$ cat config.mk
export PLATFORM = sky130hd
export DESIGN_NAME = simon_sequence_flat
export DESIGN_NICKNAME = d
export VERILOG_FILES = /design/src/rtl/simon_pkg.sv /design/src/rtl/simon_sequence_if.sv /design/src/rtl/simon_seq_mem.sv /design/src/rtl/simon_sequence.sv /design/src/flat_wrapper.sv
export SDC_FILE = /design/constraint.sdc
export NUM_CORES = 1
export LEC_CHECK = 0
export BUFFER_PORTS_ARGS = -buffer_cell sky130_fd_sc_hd__buf_2
export CAP_MARGIN = 20
export CORE_ASPECT_RATIO = 0.9
export CORE_UTILIZATION = 40
export CTS_BUF_LIST = sky130_fd_sc_hd__clkbuf_16
export CTS_CLUSTER_SIZE = 8
export DETAILED_ROUTE_END_ITERATION = 8
export PLACE_DENSITY = 0.57
export SLEW_MARGIN = 10
export SYNTH_ARGS = -nofsm -noshare
export SYNTH_HDL_FRONTEND = slang
export SYNTH_SLANG_ARGS = --single-unit
$ cat constraint.sdc
create_clock -name CLK -period 4.8 [get_ports CLK]
set_clock_uncertainty 0.2 [all_clocks]
set_input_delay 1.44 -clock CLK [delete_from_list [all_inputs] [get_ports CLK]]
set_output_delay 1.44 -clock CLK [all_outputs]
set_load 0.01 [all_outputs]
$ cat src/rtl/simon_pkg.sv
// rtl/simon_pkg.sv - shared types and constants for the Simon game datapath
//
// color_t is the 2-bit color code used by the generator, this engine and the
// display stage. state_t enumerates the sequence-engine FSM states.
package simon_pkg;

    typedef logic [1:0] color_t;

    localparam color_t RED    = 2'd0;
    localparam color_t GREEN  = 2'd1;
    localparam color_t BLUE   = 2'd2;
    localparam color_t YELLOW = 2'd3;

    typedef enum logic [2:0] {
        IDLE,
        SHOW,
        GAP,
        INPUT,
        WIN,
        LOSE
    } state_t;

    function automatic int max_int(input int a, input int b);
        return (a > b) ? a : b;
    endfunction

endpackage

$ cat src/rtl/simon_sequence_if.sv
// rtl/simon_sequence_if.sv - player, generator and display signals of the sequence engine
//
// master : game top level / testbench (drives rand_num, start, button presses)
// slave  : simon_sequence (drives lamp, status and level outputs)
interface simon_sequence_if #(
    parameter int MAX_LEN = 32
) ();
    import simon_pkg::*;

    localparam int LEN_W = $clog2(MAX_LEN + 1);

    color_t             rand_num;
    logic               start;
    logic               btn_valid;
    color_t             btn_color;
    logic               led_on;
    color_t             led_color;
    logic               awaiting_input;
    logic [LEN_W-1:0]   level;
    logic               round_pass;
    logic               game_over;
    logic               game_won;

    modport master (
        output rand_num, start, btn_valid, btn_color,
        input  led_on, led_color, awaiting_input, level, round_pass, game_over, game_won
    );

    modport slave (
        input  rand_num, start, btn_valid, btn_color,
        output led_on, led_color, awaiting_input, level, round_pass, game_over, game_won
    );
endinterface

$ cat src/rtl/simon_seq_mem.sv
// rtl/simon_seq_mem.sv - pattern storage, one synchronous write port and two asynchronous read ports
//
// CLK              : clock
// we/waddr/wdata   : write one color at the rising edge
// raddr_a/rdata_a  : playback read port
// raddr_b/rdata_b  : input-check read port
// Contents are deliberately not reset; only entries below the current level are read.
module simon_seq_mem
    import simon_pkg::*;
#(
    parameter int DEPTH = 32,
    parameter int AW    = 5
) (
    input  logic            CLK,
    input  logic            we,
    input  logic [AW-1:0]   waddr,
    input  color_t          wdata,
    input  logic [AW-1:0]   raddr_a,
    output color_t          rdata_a,
    input  logic [AW-1:0]   raddr_b,
    output color_t          rdata_b
);
    color_t mem [DEPTH];

    always_ff @(posedge CLK) begin
        if (we) begin
            mem[waddr] <= wdata;
        end
    end

    assign rdata_a = mem[raddr_a];
    assign rdata_b = mem[raddr_b];
endmodule

$ cat src/rtl/simon_sequence.sv
// rtl/simon_sequence.sv - Simon game-sequence engine: grows, plays back and checks the color pattern
//
// CLK  : clock, all state changes on the rising edge
// RST  : synchronous active-high reset (overrides start)
// bus  : simon_sequence_if.slave
//        in  rand_num, start, btn_valid, btn_color
//        out led_on, led_color, awaiting_input, level, round_pass, game_over, game_won
module simon_sequence #(
    parameter int MAX_LEN    = 32,
    parameter int ON_CYCLES  = 50_000_000,
    parameter int OFF_CYCLES = 25_000_000
) (
    input  logic            CLK,
    input  logic            RST,
    simon_sequence_if.slave bus
);
    import simon_pkg::*;

    localparam int LEN_W = $clog2(MAX_LEN + 1);
    localparam int IDX_W = $clog2(MAX_LEN);
    localparam int CNT_W = $clog2(max_int(ON_CYCLES, OFF_CYCLES) + 1);

    localparam logic [CNT_W-1:0] ON_LOAD  = CNT_W'(ON_CYCLES - 1);
    localparam logic [CNT_W-1:0] OFF_LOAD = CNT_W'(OFF_CYCLES - 1);

    state_t             state;
    logic [IDX_W-1:0]   play_idx;
    logic [IDX_W-1:0]   chk_idx;
    logic [CNT_W-1:0]   cnt;

    color_t             play_rd;
    color_t             chk_rd;
    logic [IDX_W-1:0]   play_raddr;
    logic               hit;
    logic               last_entry;
    logic               at_max;
    logic               grow;
    logic               mem_we;
    logic [IDX_W-1:0]   waddr;

    // led_color is registered, so the playback port looks one entry ahead
    // while in GAP; in INPUT it points at entry 0 for the next round's replay.
    assign play_raddr = (state == GAP) ? play_idx + IDX_W'(1) : '0;

    assign hit        = bus.btn_valid && (bus.btn_color == chk_rd);
    assign last_entry = (LEN_W'(chk_idx) == bus.level - LEN_W'(1));
    assign at_max     = (bus.level == LEN_W'(MAX_LEN));
    assign grow       = (state == INPUT) && !bus.start && hit && last_entry && !at_max;

    // start always writes entry 0; a completed round appends at index level.
    assign mem_we = bus.start || grow;
    assign waddr  = bus.start ? '0 : bus.level[IDX_W-1:0];

    simon_seq_mem #(
        .DEPTH   (MAX_LEN),
        .AW      (IDX_W)
    ) u_mem (
        .CLK     (CLK),
        .we      (mem_we),
        .waddr   (waddr),
        .wdata   (bus.rand_num),
        .raddr_a (play_raddr),
        .rdata_a (play_rd),
        .raddr_b (chk_idx),
        .rdata_b (chk_rd)
    );

    always_ff @(posedge CLK) begin
        if (RST) begin
            state              <= IDLE;
            play_idx           <= '0;
            chk_idx            <= '0;
            cnt                <= '0;
            bus.led_on         <= 1'b0;
            bus.led_color      <= RED;
            bus.awaiting_input <= 1'b0;
            bus.level          <= '0;
            bus.round_pass     <= 1'b0;
            bus.game_over      <= 1'b0;
            bus.game_won       <= 1'b0;
        end else begin
            bus.round_pass <= 1'b0;
            if (bus.start) begin
                state              <= SHOW;
                play_idx           <= '0;
                chk_idx            <= '0;
                cnt                <= ON_LOAD;
                bus.level          <= LEN_W'(1);
                bus.led_on         <= 1'b1;
                bus.led_color      <= bus.rand_num;
                bus.awaiting_input <= 1'b0;
                bus.game_over      <= 1'b0;
                bus.game_won       <= 1'b0;
            end else begin
                case (state)
                    SHOW: begin
                        if (cnt == '0) begin
                            state         <= GAP;
                            cnt           <= OFF_LOAD;
                            bus.led_on    <= 1'b0;
                            bus.led_color <= RED;
                        end else begin
                            cnt <= cnt - CNT_W'(1);
                        end
                    end
                    GAP: begin
                        if (cnt == '0) begin
                            if (LEN_W'(play_idx) == bus.level - LEN_W'(1)) begin
                                state              <= INPUT;
                                chk_idx            <= '0;
                                cnt                <= '0;
                                bus.awaiting_input <= 1'b1;
                            end else begin
                                state         <= SHOW;
                                play_idx      <= play_idx + IDX_W'(1);
                                cnt           <= ON_LOAD;
                                bus.led_on    <= 1'b1;
                                bus.led_color <= play_rd;
                            end
                        end else begin
                            cnt <= cnt - CNT_W'(1);
                        end
                    end
                    INPUT: begin
                        if (bus.btn_valid) begin
                            if (!hit) begin
                                state              <= LOSE;
                                bus.awaiting_input <= 1'b0;
                                bus.game_over      <= 1'b1;
                            end else if (!last_entry) begin
                                chk_idx <= chk_idx + IDX_W'(1);
                            end else if (at_max) begin
                                state              <= WIN;
                                bus.awaiting_input <= 1'b0;
                                bus.game_won       <= 1'b1;
                            end else begin
                                state              <= SHOW;
                                play_idx           <= '0;
                                cnt                <= ON_LOAD;
                                bus.level          <= bus.level + LEN_W'(1);
                                bus.round_pass     <= 1'b1;
                                bus.awaiting_input <= 1'b0;
                                bus.led_on         <= 1'b1;
                                bus.led_color      <= play_rd;
                            end
                        end
                    end
                    default: begin
                        // IDLE, WIN and LOSE hold until start
                    end
                endcase
            end
        end
    end
endmodule

$ cat src/flat_wrapper.sv
// flat-port wrapper written by rule: the top's interface ports become plain ports
module simon_sequence_flat import simon_pkg::*;
#(
    parameter int MAX_LEN    = 32,
    parameter int ON_CYCLES  = 50_000_000,
    parameter int OFF_CYCLES = 25_000_000
)
  (CLK, RST, bus_rand_num, bus_start, bus_btn_valid, bus_btn_color, bus_led_on, bus_led_color, bus_awaiting_input, bus_level, bus_round_pass, bus_game_over, bus_game_won);
  simon_sequence_if #(.MAX_LEN(MAX_LEN)) bus_i ();
  input  logic CLK;
  input  logic RST;
  input wire logic [$bits(bus_i.rand_num)-1:0] bus_rand_num;
  input wire logic [$bits(bus_i.start)-1:0] bus_start;
  input wire logic [$bits(bus_i.btn_valid)-1:0] bus_btn_valid;
  input wire logic [$bits(bus_i.btn_color)-1:0] bus_btn_color;
  output wire logic [$bits(bus_i.led_on)-1:0] bus_led_on;
  output wire logic [$bits(bus_i.led_color)-1:0] bus_led_color;
  output wire logic [$bits(bus_i.awaiting_input)-1:0] bus_awaiting_input;
  output wire logic [$bits(bus_i.level)-1:0] bus_level;
  output wire logic [$bits(bus_i.round_pass)-1:0] bus_round_pass;
  output wire logic [$bits(bus_i.game_over)-1:0] bus_game_over;
  output wire logic [$bits(bus_i.game_won)-1:0] bus_game_won;
  assign bus_i.rand_num = bus_rand_num;
  assign bus_i.start = bus_start;
  assign bus_i.btn_valid = bus_btn_valid;
  assign bus_i.btn_color = bus_btn_color;
  assign bus_led_on = bus_i.led_on;
  assign bus_led_color = bus_i.led_color;
  assign bus_awaiting_input = bus_i.awaiting_input;
  assign bus_level = bus_i.level;
  assign bus_round_pass = bus_i.round_pass;
  assign bus_game_over = bus_i.game_over;
  assign bus_game_won = bus_i.game_won;
  simon_sequence #(.MAX_LEN(MAX_LEN), .ON_CYCLES(ON_CYCLES), .OFF_CYCLES(OFF_CYCLES)) u_core (.CLK(CLK), .RST(RST), .bus(bus_i));
endmodule
==> results.json, run 1 <==
{
  "ys_async_sr_fraction": 0,
  "avgSynthCellArea_um2": 9.54,
  "start_kind": "flop",
  "htreeDepth": 4,
  "grt_setup_unrepaired": "no",
  "crit_buf_inv": 2,
  "track_usage": 0.236,
  "place_congestion": 0.914,
  "syn-num-nets": 724,
  "critPathKind": "flop to flop",
  "core_um2": 16400,
  "yosysWarnings": 0,
  "ys_seq_area_frac": 0.452,
  "final_nets": 733,
  "drive_above_1_share": 0.120,
  "drtAntennaViolNets": 0,
  "wirelength_um": 19700,
  "status": "complete, no violations",
  "post_drt_wl_per_cell_um": 21.0,
  "dieArea_um2": 17500,
  "port_buffers": 20,
  "ios": 21,
  "p_per_area_nw_per_um2": 322,
  "crit_arrival_ps": 4270,
  "area_growth_pct": 12.2,
  "drt_iter0_markers": 739,
  "drc": 0,
  "clock_latency_ps": 420,
  "fmax_ghz": 0.241,
  "synth_top_area_share": 0.284,
  "end_kind": "flop",
  "cp_slowest_cell": "o41ai_4",
  "syn_inst": 710,
  "dieHeight_um": 125,
  "ctsHoldBuffers": 0,
  "r2r_cells": 11,
  "dp_slack_ps": 738,
  "cp_cell_sequence": "inv_1, ha_1, nor3b_1, xnor2_1, nand2_1, nor4_4, nand3_2, o41ai_4, buf_4, nor2_1, a221oi_1",
  "period_share": 0.864,
  "period_needed_ps": 4150,
  "synthDistinctLibCells": 73,
  "firstDrtPassIters": 5,
  "final_common_cell": "nor2_1",
  "setup-tns-final_ps": 0,
  "maxSlewHeadroom": 0.356,
  "dieWidth_um": 139,
  "start_util": 0.414,
  "synth_ff_type": "edfxtp_1",
  "synth_edf_count": 64,
  "reg2reg_to": "u_core.cnt[0]$_SDFFE_PP0P_",
  "post_cts_resized": 0,
  "cts_buffers": 17,
  "via_per_inst": 6.22,
  "n_fill_cell": 1505,
  "clkSinkCount": 121,
  "hold_viol_final": 0,
  "slowest_delay_ps": 810,
  "ys_ff_latch": 121,
  "clk_pin_slew_ps": 60,
  "clockRootBuffer": "clkbuf_16",
  "critical_path_required_ps": 4920,
  "setup_viol": 0,
  "hpwl_um": 14100,
  "cts_setup_buffers": 0,
  "clockBufferDepth": 2,
  "grt_pass1_wl_um": 31200,
  "antenna_found_initial": 0,
  "crit_end": "u_core.cnt[0]$_SDFFE_PP0P_",
  "vias": 5836,
  "synth.area.top_cells": "edfxtp_1, dfxtp_1, mux2i_1",
  "path_delay_family": "simple AND/OR/NAND/NOR gates",
  "p_leak_nw": 2.53,
  "max_cap_violations": 0,
  "grt_pass1_vias": 5515,
  "setup_slack_ps": 654,
  "maxSlewViolCount": 0,
  "hp-class": "flop to flop",
  "crit_start": "u_core.bus.level[0]$_SDFFE_PP0P_",
  "worst-slew-pin-transition_ps": 962,
  "timing.rr.start": "u_core.bus.level[0]$_SDFFE_PP0P_",
  "yosys.area.top_type": "edfxtp_1",
  "diodes": 0,
  "rrSetupSlack_ps": 650,
  "crit_cells": 11,
  "max-vdd-ir-drop_mv": 0.201,
  "syn-cell-area_um2": 6770,
  "cts_tree": "built",
  "layout_common_cells": "nor2_1, edfxtp_1, dfxtp_1",
  "grt_max_degree": 34,
  "critPathMaxFanout": 14,
  "grt_overflow": 0,
  "std_cell_rows": 44
}
## worst reg2reg max path: cells and delay by family, from the launching register on
| family | cells | cell delay [ps] |
|---|---|---|
| AND/OR/NAND/NOR | 5 | 1340 |
| buffers and inverters | 2 | 540 |
| XOR/XNOR | 1 | 190 |
| adder cells (fa/ha/maj) | 1 | 200 |
| flip-flops | 1 | 470 |
| AO/OA/AOI/OAI | 2 | 1100 |
## worst min path at each step
stage          cells after the start  slack [ps]                               from                                 to
2_1_floorplan                      1         220         u_core.cnt[9]$_SDFFE_PP0P_         u_core.cnt[9]$_SDFFE_PP0P_
3_3_place_gp                       1         240         u_core.cnt[9]$_SDFFE_PP0P_         u_core.cnt[9]$_SDFFE_PP0P_
3_5_place_dp                       2         260  u_core.bus.game_over$_SDFFE_PP0P_  u_core.bus.game_over$_SDFFE_PP0P_
4_1_cts                            1         270         u_core.cnt[9]$_SDFFE_PP0P_         u_core.cnt[9]$_SDFFE_PP0P_
5_1_grt                            2         290  u_core.bus.game_over$_SDFFE_PP0P_  u_core.bus.game_over$_SDFFE_PP0P_
6_report                           2         270  u_core.bus.game_over$_SDFFE_PP0P_  u_core.bus.game_over$_SDFFE_PP0P_
## layer usage
| metal | global-route usage | up-vias | wire length (um) |
|---|---|---|---|
| met2 | 0.346 | 264 | 8640 |
| met3 | 0.0448 | 38 | 1380 |
| met4 | 0.0908 | 0 | 429 |
| met5 | 0 | - | 0 |
| li1 | - | 2687 | - |
| met1 | 0.342 | 2847 | 9250 |
## registers in the layout, summed over array words and instances (netlist names), 2 cells and up, named ones only
signal / cells
u_core.u_mem.mem: 64
u_core.cnt: 26
u_core.bus.level: 6
u_core.chk_idx: 5
u_core.play_idx: 5
u_core.state: 3
u_core.bus.led_color: 2
## power by group
part           internal [mW]  total (mW)  leakage [nW]  switching [mW]
clock network          0.702        1.15         0.281           0.444
registers               1.11        1.13          1.04          0.0249
logic                 0.0570       0.164          1.20           0.107
total                   1.87        2.44          2.53           0.576
## synthesized netlist by cell type (3+ instances only)
cell type  count
o31a_1         4
nand4_1        8
edfxtp_1      64
o22ai_1        3
nand2b_1       7
nor4_1         9
a22oi_1       16
nand4b_1       5
dfxtp_1       57
mux2i_1       41
xnor2_1       15
ha_1           6
a31oi_1       14
o21a_1         5
o211ai_1       4
nor3_1        41
buf_1          4
clkbuf_1      29
nand2_1       48
a21oi_1       39
mux4_2         5
buf_2          5
nor4_2         3
a221oi_1      12
inv_1         17
nand4_2        3
buf_4          4
xor2_1        14
and3_1         5
mux2_2         4
or3_1         10
or2_2          5
and2_1         5
nor2_1        83
a21o_1         3
nor2b_1        9
a211oi_1      12
o21ai_0       28
nand3_1       21
## kinds of logic after synthesis
kind of cell,after synthesis,synth area share
buffers and inverters,61,0.0371
adders and majority gates,6,0.0111
xor gates and xnor gates,29,0.0375
AOI/OAI and AO/OA,159,0.157
and+or+nand+nor,284,0.221
DFF,121,0.452
muxes,50,0.0839
## layout make-up
type | instances | area (um^2) | share of cell area
multi-input cells | 528 | 3460 | 0.455
flip-flops and latches | 121 | 3060 | 0.403
clock buffers | 19 | 475 | 0.0626
well taps | 207 | 259 | 0.0341
repair buffers | 33 | 210 | 0.0277
inverters | 18 | 67.6 | 0.00889
clock inverters | 13 | 62.6 | 0.00823
## per-stage QoR
stage / hold WS, ps / instances / util / power (mW) / cell area [um^2]
floorplan: 224 / 710 / - / 1.26 / 6770
global placement: 240 / 907 / 0.432 / 1.31 / 7060
detailed placement: 256 / 907 / 0.432 / 1.31 / 7060
CTS: 268 / 939 / 0.465 / 2.45 / 7600
global route: 287 / 939 / 0.465 / 2.53 / 7600
finish: 266 / 939 / 0.465 / 2.44 / 7600
Power figures use the tool's default switching activity.
==> run 2: changes to the inputs <==
Settings changed: ABC_CLOCK_PERIOD_IN_PS from default to 4800, CTS_BUF_LIST sky130_fd_sc_hd__clkbuf_16 to sky130_fd_sc_hd__clkbuf_2 sky130_fd_sc_hd__clkbuf_4 sky130_fd_sc_hd__clkbuf_8, CTS_CLUSTER_SIZE 8 to 10.
==> run 2 against run 1 <==
Worst hold slack improved by 4.7 ps; total power fell by 8.3%; maximum frequency barely moved; first-iteration DRC count fell by 8.4%; final cell count did not move.
==> results.json, run 2 (synthesized netlist as in run 1, its figures left out) <==
{
  "status": "complete, no violations",
  "grt_overflow": 0,
  "hpwl_um": 14100,
  "fin_hold_ws_ps": 271,
  "period_needed_ps": 4140,
  "grt_pass1_vias": 5519,
  "clk_pin_slew_ps": 70,
  "period_share": 0.863,
  "dieArea_um2": 17500,
  "regMostFlops": "u_core.u_mem.mem",
  "critPathMaxFanout": 13,
  "p_leak_nw": 2.46,
  "dieHeight_um": 125,
  "fin_util": 0.457,
  "dieWidth_um": 139,
  "clockBufferDepth": 2,
  "maxSlewViolCount": 0,
  "htreeDepth": 4,
  "diodes": 0,
  "cp_slowest_cell": "nor3b_1",
  "crit_start": "u_core.bus.level[0]$_SDFFE_PP0P_",
  "via_per_inst": 6.22,
  "drc": 0,
  "cts_tree": "built",
  "cp_cell_sequence": "inv_1, ha_1, nor3b_1, xnor2_1, nand2_1, nor4_4, nand3_1, nor3_4, nand4_2, nor2_1",
  "wirelength_um": 19600,
  "grt_max_degree": 34,
  "post_drt_wl_per_cell_um": 20.8,
  "finalPower_mw": 2.24,
  "hold_viol_final": 0,
  "post_cts_resized": 0,
  "worst-slew-pin-transition_ps": 905,
  "max-vdd-ir-drop_mv": 0.143,
  "placed_cell_area_um2": 7060,
  "vias": 5842,
  "std_cell_rows": 44,
  "setup_viol": 0,
  "postLayoutCellArea_um2": 7480,
  "clock_latency_ps": 450,
  "layout_common_cells": "nor2_1, edfxtp_1, dfxtp_1",
  "drive_above_1_share": 0.130,
  "hp-class": "flop to flop",
  "dp_slack_ps": 738,
  "drt_iter0_markers": 677,
  "cts_setup_buffers": 0,
  "ctsHoldBuffers": 0,
  "setup_slack_ps": 658,
  "timing.rr.start": "u_core.bus.level[0]$_SDFFE_PP0P_",
  "slowest_delay_ps": 520,
  "min-delay-start": "u_core.bus.game_over$_SDFFE_PP0P_",
  "cts_buffers": 17,
  "port_buffers": 20,
  "final_common_cell": "nor2_1",
  "ios": 21,
  "maxSlewHeadroom": 0.395,
  "fmax_ghz": 0.241,
  "p_per_area_nw_per_um2": 300,
  "setup-tns-final_ps": 0,
  "track_usage": 0.233,
  "placedCellCount": 907,
  "largest_register_ffs": 64,
  "firstDrtPassIters": 5,
  "antenna_found_initial": 0,
  "place_congestion": 0.914,
  "start_util": 0.414,
  "grt_setup_unrepaired": "no",
  "area_growth_pct": 10.4,
  "reg_top3": "u_core.u_mem.mem x64, u_core.cnt x26, u_core.bus.level x6",
  "drtAntennaViolNets": 0,
  "critPathKind": "flop to flop",
  "stdcell_count": 939,
  "clkSinkCount": 121,
  "crit_arrival_ps": 4060,
  "final_nets": 733,
  "end_kind": "flop",
  "max_cap_violations": 0,
  "critical_path_required_ps": 4720,
  "core_um2": 16400,
  "clockRootBuffer": "clkbuf_8",
  "grt_pass1_wl_um": 31000,
  "start_kind": "flop"
}
-- run 2: cell types whose count changed in the layout (fill, tap and decap cells not counted) --
cell / before / now
bufinv_16: 0 / 2
clkbuf_4: 0 / 5
inv_1: 22 / 17
clkbuf_16: 19 / 0
inv_2: 2 / 0
clkbuf_8: 0 / 21
clkinv_1: 3 / 1
-- run 2: final timing paths --
check	slack, ps	end	cells after the start
min reg2reg	270	u_core.bus.game_over$_SDFFE_PP0P_	2
min	270	u_core.bus.game_over$_SDFFE_PP0P_	2
max reg2reg	660	u_core.u_mem.mem[1][0]$_DFFE_PP_	10
max	660	u_core.u_mem.mem[1][0]$_DFFE_PP_	10
-- run 2: layout make-up --
class,count,area (um^2)
fillers,1515,8870
multi-input cells,528,3460
flip-flops and latches,121,3060
clock buffers,26,327
well taps,207,259
repair buffers,33,210
clock inverters,6,88.8
inverters,18,67.6
-- run 2: power breakdown --
| group | internal [mW] | switching [mW] |
|---|---|---|
| Clock | 0.546 | 0.400 |
| Combinational | 0.0570 | 0.107 |
| Sequential | 1.11 | 0.0248 |
| Total | 1.71 | 0.531 |
-- run 2: routing by layer --
metal,share of wire,vias to the layer above,global-route usage
met2,0.44,259,0.348
met4,0.021,0,0.0856
met5,0,-,0
met3,0.072,34,0.0433
met1,0.47,2867,0.334
li1,-,2682,-
-- run 2: critical path, delay by kind of cell, from the launching register on --
| family | cells | cell delay [ps] |
|---|---|---|
| xor gates and xnor gates | 1 | 190 |
| adders and majority gates | 1 | 200 |
| DFF | 1 | 480 |
| buffers and inverters | 1 | 220 |
| and+or+nand+nor | 7 | 2530 |
